### config.mk
export PLATFORM = sky130hd
export DESIGN_NAME = ones_frame_accumulator
export DESIGN_NICKNAME = d
export VERILOG_FILES = /design/src/rtl/ones_frame_accumulator.sv
export SDC_FILE = /design/constraint.sdc
export NUM_CORES = 1
export LEC_CHECK = 0
export ABC_AREA = 0
export BUFFER_PORTS_ARGS = -buffer_cell sky130_fd_sc_hd__buf_2
export CAP_MARGIN = 20
export CORE_UTILIZATION = 35
export CTS_BUF_LIST = sky130_fd_sc_hd__clkbuf_16
export DETAILED_ROUTE_END_ITERATION = 10
export GPL_TIMING_DRIVEN = 0
export MAX_ROUTING_LAYER = met4
export SYNTH_ARGS = -nofsm -noshare
export SYNTH_HDL_FRONTEND = slang
export SYNTH_SLANG_ARGS = --single-unit
### constraint.sdc
create_clock -name clk -period 3.65 [get_ports clk]
set_input_delay 0.5475 -clock clk [delete_from_list [all_inputs] [get_ports clk]]
set_output_delay 0.5475 -clock clk [all_outputs]
set_load 0.02 [all_outputs]
### src/rtl/ones_frame_accumulator.sv
// rtl/ones_frame_accumulator.sv - frame-level accumulator for the 15-input ones counter
//
// Purpose:
//   Sums the 4-bit ones counts of up to FRAME_LEN accepted words into one frame
//   total. The total, the word count, a threshold flag and a sticky overflow flag
//   are then presented with a valid/ready handshake. Frames do not overlap: a new
//   frame is accepted at the earliest one cycle after the previous result is taken.
//
// Build option:
//   ONES_ACC_SATURATE_EN - when defined, the accumulator clamps at 2^ACC_W-1
//                          instead of wrapping modulo 2^ACC_W.
//
// Parameters:
//   FRAME_LEN  maximum words per frame (2..255)
//   ACC_W      accumulator / result width (>= 4)
//   THRESH     total at or above which out_above is set
//
// Ports:
//   clk        clock, all logic on the rising edge
//   rst        synchronous active-high reset
//   in_valid   cnt_in / in_last valid this cycle
//   in_ready   block can accept a word
//   cnt_in     ones count of one 15-bit word (0..15)
//   in_last    accepted word closes the frame early
//   out_valid  frame result valid
//   out_ready  consumer takes the result
//   acc_out    frame total
//   word_cnt   number of words in the reported frame
//   out_above  acc_out >= THRESH
//   overflow   total exceeded 2^ACC_W-1 during the frame

module ones_frame_accumulator #(
    parameter int FRAME_LEN = 16,
    parameter int ACC_W     = 8,
    parameter int THRESH    = 120
) (
    input  logic             clk,
    input  logic             rst,
    input  logic             in_valid,
    output logic             in_ready,
    input  logic [3:0]       cnt_in,
    input  logic             in_last,
    output logic             out_valid,
    input  logic             out_ready,
    output logic [ACC_W-1:0] acc_out,
    output logic [7:0]       word_cnt,
    output logic             out_above,
    output logic             overflow
);

    typedef enum logic [1:0] {
        S_IDLE  = 2'd0,
        S_ACCUM = 2'd1,
        S_DONE  = 2'd2
    } state_t;

    state_t state_q, state_d;

    // Running frame state
    logic [ACC_W-1:0] acc_q;
    logic [7:0]       idx_q;
    logic             ovf_q;

    // Registered frame result, held after consume until the next frame closes
    logic [ACC_W-1:0] acc_out_q;
    logic [7:0]       word_cnt_q;
    logic             above_q;
    logic             ovf_out_q;

    // Datapath next values
    logic             xfer;
    logic             consume;
    logic [ACC_W-1:0] cnt_ext;
    logic [ACC_W-1:0] acc_base;
    logic [ACC_W:0]   sum_full;
    logic             carry;
    logic [ACC_W-1:0] acc_next;
    logic             ovf_next;
    logic [7:0]       idx_next;
    logic             close_frame;
    logic             above_next;

    assign xfer    = in_valid && in_ready;
    assign consume = out_valid && out_ready;

    // ------------------------------------------------------------------
    // Accumulation datapath
    // ------------------------------------------------------------------
    always_comb begin
        cnt_ext  = {{(ACC_W-4){1'b0}}, cnt_in};
        // The first word of a frame starts from zero rather than the stale
        // accumulator, so the frame start also clears the sticky overflow.
        acc_base = (state_q == S_IDLE) ? '0 : acc_q;
        sum_full = {1'b0, acc_base} + {1'b0, cnt_ext};
        carry    = sum_full[ACC_W];
`ifdef ONES_ACC_SATURATE_EN
        acc_next = carry ? {ACC_W{1'b1}} : sum_full[ACC_W-1:0];
`else
        acc_next = sum_full[ACC_W-1:0];
`endif
        ovf_next = carry | ((state_q == S_IDLE) ? 1'b0 : ovf_q);
        idx_next = (state_q == S_IDLE) ? 8'd1 : idx_q + 8'd1;
        // idx_next == 1 in IDLE can never equal FRAME_LEN (>= 2), so the
        // length cap only closes frames from ACCUM.
        close_frame = in_last || (idx_next == 8'(FRAME_LEN));
        // THRESH may lie outside the ACC_W range, so compare at 32 bits.
        above_next  = (32'(acc_next) >= 32'(THRESH));
    end

    // ------------------------------------------------------------------
    // FSM: state register
    // ------------------------------------------------------------------
    always_ff @(posedge clk) begin
        if (rst) begin
            state_q <= S_IDLE;
        end else begin
            state_q <= state_d;
        end
    end

    // ------------------------------------------------------------------
    // FSM: next-state logic
    // ------------------------------------------------------------------
    always_comb begin
        state_d = state_q;
        case (state_q)
            S_IDLE: begin
                if (xfer) begin
                    state_d = close_frame ? S_DONE : S_ACCUM;
                end
            end
            S_ACCUM: begin
                if (xfer && close_frame) begin
                    state_d = S_DONE;
                end
            end
            S_DONE: begin
                if (out_ready) begin
                    state_d = S_IDLE;
                end
            end
            default: state_d = S_IDLE;
        endcase
    end

    // ------------------------------------------------------------------
    // FSM: outputs
    // ------------------------------------------------------------------
    always_comb begin
        // in_ready is masked by rst so the reset cycle never accepts a word.
        in_ready  = !rst && (state_q == S_IDLE || state_q == S_ACCUM);
        out_valid = (state_q == S_DONE);
    end

    // ------------------------------------------------------------------
    // Frame accumulator and result registers
    // ------------------------------------------------------------------
    always_ff @(posedge clk) begin
        if (rst) begin
            acc_q      <= '0;
            idx_q      <= '0;
            ovf_q      <= 1'b0;
            acc_out_q  <= '0;
            word_cnt_q <= '0;
            above_q    <= 1'b0;
            ovf_out_q  <= 1'b0;
        end else begin
            if (xfer) begin
                acc_q <= acc_next;
                idx_q <= idx_next;
                ovf_q <= ovf_next;
                if (close_frame) begin
                    acc_out_q  <= acc_next;
                    word_cnt_q <= idx_next;
                    above_q    <= above_next;
                    ovf_out_q  <= ovf_next;
                end
            end
            if (consume) begin
                acc_q <= '0;
                idx_q <= '0;
                ovf_q <= 1'b0;
            end
        end
    end

    assign acc_out   = acc_out_q;
    assign word_cnt  = word_cnt_q;
    assign out_above = above_q;
    assign overflow  = ovf_out_q;

endmodule

==> impl_metrics.json, run 1 <==
{
  "final.setup.worst_slack_ps": 355,
  "power_uw": 992,
  "ys_seq_area_share_pct": 39.1,
  "min_from": "acc_q[2]$_SDFFE_PP0P_",
  "arrival_ps": 3500,
  "finClkSkew_ps": 4.39,
  "place.port_buffers": 28,
  "whs_endpoint": "acc_q[2]$_SDFFE_PP0P_",
  "ys_types": 39,
  "rr_startpoint": "state_q[1]$_SDFFE_PP0P_",
  "dp.cells": 340,
  "setup_viol": 0,
  "clock_latency_ps": 280,
  "synth_seq_cells": 37,
  "drive_gt1_share_pct": 15.1,
  "grt_overflow": 0,
  "startpoint": "state_q[1]$_SDFFE_PP0P_",
  "grt_pass1_wl_mm": 7.42,
  "r2r_setup_slack_ps": 360,
  "cp.required_ps": 3860,
  "slew_violations": 0,
  "drc": 0,
  "pin_count": 29,
  "cts.clk_slew.worst_paths_ps": 60,
  "h-tree-depth": 2,
  "rows": 26,
  "layout_commonest_cell": "dfxtp_1",
  "syn_nets": 257,
  "status": "completed",
  "grt_setup_unrepaired": "false",
  "fillers": 531,
  "fin_cells": 348,
  "die_area_mm2": 0.00571,
  "max_slew.worst_pin.slew_ps": 582,
  "ys_warn_count": 0,
  "cts_root_buf": "clkbuf_16",
  "cts_tree": "yes",
  "path_max_fanout": 10,
  "r2r-end": "overflow$_SDFFE_PP0P_",
  "synth-edff-count": 0,
  "postSynthAreaPerCell_um2": 7.83,
  "ir_drop_mv": 0.166,
  "antenna_found_initial": 0,
  "r2r.worst_path.cells": 13,
  "regArea_um2": 741,
  "place_congestion": 0.817,
  "wl_per_cell_um": 13.7,
  "dpl.hpwl_mm": 3.47,
  "drt_iter0_markers": 82,
  "hold_buffers": 0,
  "synth_cells": 242,
  "cp-start-kind": "flop",
  "initial_core_util_pct": 36.6,
  "hold_viol_final": 0,
  "drtAntennaViolNets": 0,
  "dp_slack_ps": 408,
  "critPathKind": "reg2reg",
  "fin_area_mm2": 0.00229,
  "die_w_um": 75.6,
  "p_leak_nw": 0.891,
  "clock-sinks": 37,
  "worst_setup_path_end_kind": "flop",
  "cts_setup_buffers": 0,
  "drt-pass1-iter-count": 4,
  "grt_max_degree": 13,
  "area_growth_pct": 20.8,
  "cellPowerDensity_mw_per_mm2": 433,
  "track_usage_pct": 18.2,
  "cts_buffers": 5,
  "hold_depth": 2,
  "place_area_mm2": 0.00212,
  "cts_resized": 0,
  "chipHeight_um": 75.6,
  "wl_mm": 4.76,
  "max-slew-margin-rel_pct": 60.8,
  "worstHoldPathType": "reg2reg",
  "synth.cell_area_mm2": 0.00189,
  "core_area_mm2": 0.00517,
  "tns_ps": 0,
  "grt_pass1_vias": 1504,
  "final_cell_mix": "dfxtp_1, a21oi_1, buf_2, nand2_1, o21ai_0",
  "cap_violations": 0,
  "fmax_mhz": 304,
  "period_share_pct": 90.3,
  "synth_ff_type": "dfxtp_1",
  "fin_crit_ps": 3290,
  "viasPerCell": 5.09,
  "diodes": 0,
  "nets": 292,
  "via_count": 1773,
  "async_flop_share_pct": 0,
  "multi_input_area_mm2": 0.00105,
  "cts.path.max_buffers": 2
}
[worst max path at each step]
stage / to / slack [ps]
floorplan: out_above$_SDFFE_PP0P_ / 910
global route: overflow$_SDFFE_PP0P_ / 80
finish: overflow$_SDFFE_PP0P_ / 360
detailed placement: overflow$_SDFFE_PP0P_ / 410
global placement: overflow$_SDFFE_PP0P_ / 430
CTS: overflow$_SDFFE_PP0P_ / 380
[state kept, by name, indices dropped and copies added, names as in the netlist]
signal,count
out_above,1
word_cnt,8
acc_out,8
state_q,2
ovf_q,1
overflow,1
idx_q,8
acc_q,8
[layout make-up]
class / instances / share of cell area, %
Tap cell: 70 / 3.83
Inverter: 5 / 0.820
Multi-Input combinational cell: 181 / 46.0
Sequential cell: 37 / 32.4
Timing Repair Buffer: 28 / 6.12
Clock buffer: 5 / 5.47
Buffer: 19 / 3.61
Clock inverter: 3 / 1.80
[power by group]
part / switching (mW) / internal [mW] / total [mW]
registers: 0.00605 / 0.412 / 0.418
logic: 0.0611 / 0.0275 / 0.0886
clock network: 0.166 / 0.320 / 0.485
total: 0.233 / 0.759 / 0.992
[cells in the mapped netlist, types with 3 or more instances]
| master | number | area share, % |
|---|---|---|
| dfxtp_1 | 37 | 39 |
| nand4_1 | 4 | 1.3 |
| nand2_1 | 27 | 5.4 |
| a21oi_1 | 34 | 9.0 |
| and3_1 | 3 | 0.99 |
| xor2_1 | 3 | 1.4 |
| ha_1 | 5 | 3.3 |
| and2_1 | 4 | 1.3 |
| nor3_1 | 6 | 1.6 |
| inv_1 | 5 | 0.99 |
| mux2i_1 | 4 | 2.1 |
| o21ai_0 | 24 | 6.3 |
| clkbuf_1 | 14 | 2.8 |
| a211oi_1 | 3 | 1.2 |
| nand3_1 | 14 | 3.7 |
| or3_1 | 4 | 1.3 |
| nor2_1 | 14 | 2.8 |
| xnor2_1 | 6 | 2.8 |
| buf_2 | 3 | 0.79 |
[layer usage]
layer | vias up | wire length [µm] | GRT usage [%] | part of all wire, %
li1 | 926 | - | - | -
met1 | 801 | 2310 | 24.1 | 48
met2 | 39 | 2220 | 28.0 | 47
met3 | 7 | 175 | 2.38 | 3.7
met4 | 0 | 59 | 7.41 | 1.2
met5 | - | 0 | - | 0
[critical path: stages (launching register included)]
cell and delay, ps:
dfxtp_1 440, or2_2 150, clkbuf_1 280, clkbuf_1 410, and2_1 200, ha_1 170
inv_1 60, fa_1 400, nor2b_1 130, o21ai_0 110, nand2_1 200, a31oi_1 140
or4_1 420, a21oi_1 120
[metrics by stage]
stage	utilization (%)	hold slack, ps
after floorplan	-	432
after global placement	41.0	438
after detailed placement	41.0	443
after CTS	44.2	451
after global routing	44.2	472
final	44.2	449
[kinds of logic (layout without fill, tap and decap cells)]
kind of cell | Yosys count | count (layout) | share of synthesized area (%)
buffers and inverters | 24 | 60 | 5.35
muxes | 4 | 4 | 2.11
AOI/OAI and AO/OA | 73 | 73 | 21.3
DFF | 37 | 37 | 39.1
adders and majority gates | 6 | 6 | 4.36
xor gates and xnor gates | 9 | 9 | 4.16
and+or+nand+nor | 89 | 89 | 23.6
(Power assumes the default switching activity.)
==> inputs of run 2 (changes only) <==
- CORE_MARGIN: unset -> 3
- PLACE_DENSITY: unset -> 0.59
==> impl_metrics.json, run 2 (synthesized netlist as in run 1, its figures left out) <==
{
  "final.setup.worst_slack_ps": 399,
  "cts_tree": "yes",
  "wl_mm": 4.81,
  "cts.path.max_buffers": 2,
  "hold_viol_final": 0,
  "cts_root_buf": "clkbuf_16",
  "arrival_ps": 3460,
  "path_max_fanout": 10,
  "clock-sinks": 37,
  "dp.cells": 340,
  "area_growth_pct": 20.8,
  "fmax_mhz": 308,
  "drt_iter0_markers": 84,
  "critPathKind": "reg2reg",
  "swShare_pct": 23.5,
  "core_area_mm2": 0.00517,
  "fin_cells": 348,
  "slew_violations": 0,
  "worst_setup_path_end_kind": "flop",
  "path_cells": "or2_2 -> clkbuf_1 -> clkbuf_1 -> and2_1 -> ha_1 -> inv_1 -> fa_1 -> nor2b_1 -> o21ai_0 -> nand2_1 -> a31oi_1 -> or4_1 -> a21oi_1",
  "die_area_mm2": 0.00633,
  "crit_family": "simple AND/OR/NAND/NOR gates",
  "status": "completed",
  "h-tree-depth": 2,
  "cts_resized": 0,
  "grt_setup_unrepaired": "false",
  "cp-start-kind": "flop",
  "drtAntennaViolNets": 0,
  "cp_num_cells": 13,
  "place.port_buffers": 28,
  "max_slew.worst_pin.slew_ps": 601,
  "fillers": 521,
  "seq_power_share_pct": 42.1,
  "rows": 26,
  "wl_per_cell_um": 13.8,
  "diodes": 0,
  "critPathBufInv": 3,
  "cap_violations": 0,
  "intPower_uw": 759,
  "clockPowerShare_pct": 49.0,
  "p_comb_share_pct": 8.9,
  "worstHoldPathType": "reg2reg",
  "finClkSkew_ps": 4.42,
  "p_leak_nw": 0.891,
  "final_cell_mix": "dfxtp_1, a21oi_1, buf_2, nand2_1, o21ai_0",
  "max_stage_delay_ps": 440,
  "pin_count": 29,
  "place_congestion": 0.831,
  "grt_overflow": 0,
  "r2r.worst_path.cells": 13,
  "cts_buffers": 5,
  "antenna_found_initial": 0,
  "grt_max_degree": 13,
  "viasPerCell": 5.12,
  "cp.required_ps": 3860,
  "drive_gt1_share_pct": 15.1,
  "die_w_um": 79.6,
  "layout_commonest_cell": "dfxtp_1",
  "switchingPower_uw": 233,
  "initial_core_util_pct": 36.6,
  "cts.clk_slew.worst_paths_ps": 60,
  "cellPowerDensity_mw_per_mm2": 433,
  "drc": 0,
  "hold_buffers": 0,
  "nets": 292,
  "chipHeight_um": 79.6,
  "dp_slack_ps": 472,
  "fin_crit_ps": 3250,
  "grt_pass1_vias": 1620,
  "cpMostUsedCell": "clkbuf_1",
  "setup_viol": 0,
  "period_share_pct": 89.1,
  "cp_slowest_cell": "dfxtp_1",
  "track_usage_pct": 16.2,
  "cts_setup_buffers": 0,
  "max-slew-margin-rel_pct": 59.6,
  "grt_pass1_wl_mm": 7.85,
  "dpl.hpwl_mm": 3.54,
  "clock_latency_ps": 280,
  "hold_depth": 2,
  "via_count": 1781,
  "tns_ps": 0,
  "ir_drop_mv": 0.269,
  "drt-pass1-iter-count": 6
}
## run 2: cell counts in the layout (fill, tap and decap cells not counted)
Identical to the previous run, type by type.
## run 2: metrics by stage
stage	cell area, µm²	total power [mW]	hold WS [ps]	util [%]
floorplan	1890	0.483	432	-
global placement	2120	0.514	442	41.0
detailed placement	2120	0.514	447	41.0
CTS	2290	0.996	455	44.2
global route	2290	1.03	481	44.2
finish	2290	0.991	454	44.2
## run 2: layer usage
| metal | share of wire (%) | GRT usage (%) | up-vias |
|---|---|---|---|
| met5 | 0 | - | - |
| met4 | 1.2 | 5.15 | 0 |
| met3 | 4.9 | 3.27 | 5 |
| met2 | 46 | 26.1 | 43 |
| met1 | 48 | 20.4 | 812 |
| li1 | - | - | 921 |
## run 2: power groups by stage
| stage | sequential (mW) | combinational [mW] | clock [mW] |
|---|---|---|---|
| finish | 0.418 | 0.0879 | 0.486 |
| CTS | 0.418 | 0.0882 | 0.491 |
| detailed placement | 0.426 | 0.0878 | 0 |
| global route | 0.418 | 0.0977 | 0.513 |
| global placement | 0.426 | 0.0878 | 0 |
| floorplan | 0.428 | 0.0549 | 0 |
## run 2: final timing paths
kind,start,end,slack [ps]
max,state_q[1]$_SDFFE_PP0P_,overflow$_SDFFE_PP0P_,400
min,acc_q[2]$_SDFFE_PP0P_,acc_q[2]$_SDFFE_PP0P_,450
max reg2reg,state_q[1]$_SDFFE_PP0P_,overflow$_SDFFE_PP0P_,400
min reg2reg,acc_q[2]$_SDFFE_PP0P_,acc_q[2]$_SDFFE_PP0P_,450
## run 2: area by class of cell
type	count	area, µm²	area share (%)
buffer	19	82.6	3.61
clock buffer	5	125	5.47
clock inverter	3	41.3	1.80
inverter	5	18.8	0.820
multi-input combinational	181	1050	46.0
sequential	37	741	32.4
tap	70	87.6	3.83
timing repair buffer	28	140	6.12
## run 2: worst reg2reg max path, cell delays in order (launching register included)
cell and delay [ps]:
dfxtp_1 440, or2_2 150, clkbuf_1 270, clkbuf_1 400, and2_1 190, ha_1 160
inv_1 60, fa_1 390, nor2b_1 130, o21ai_0 120, nand2_1 200, a31oi_1 140
or4_1 410, a21oi_1 120
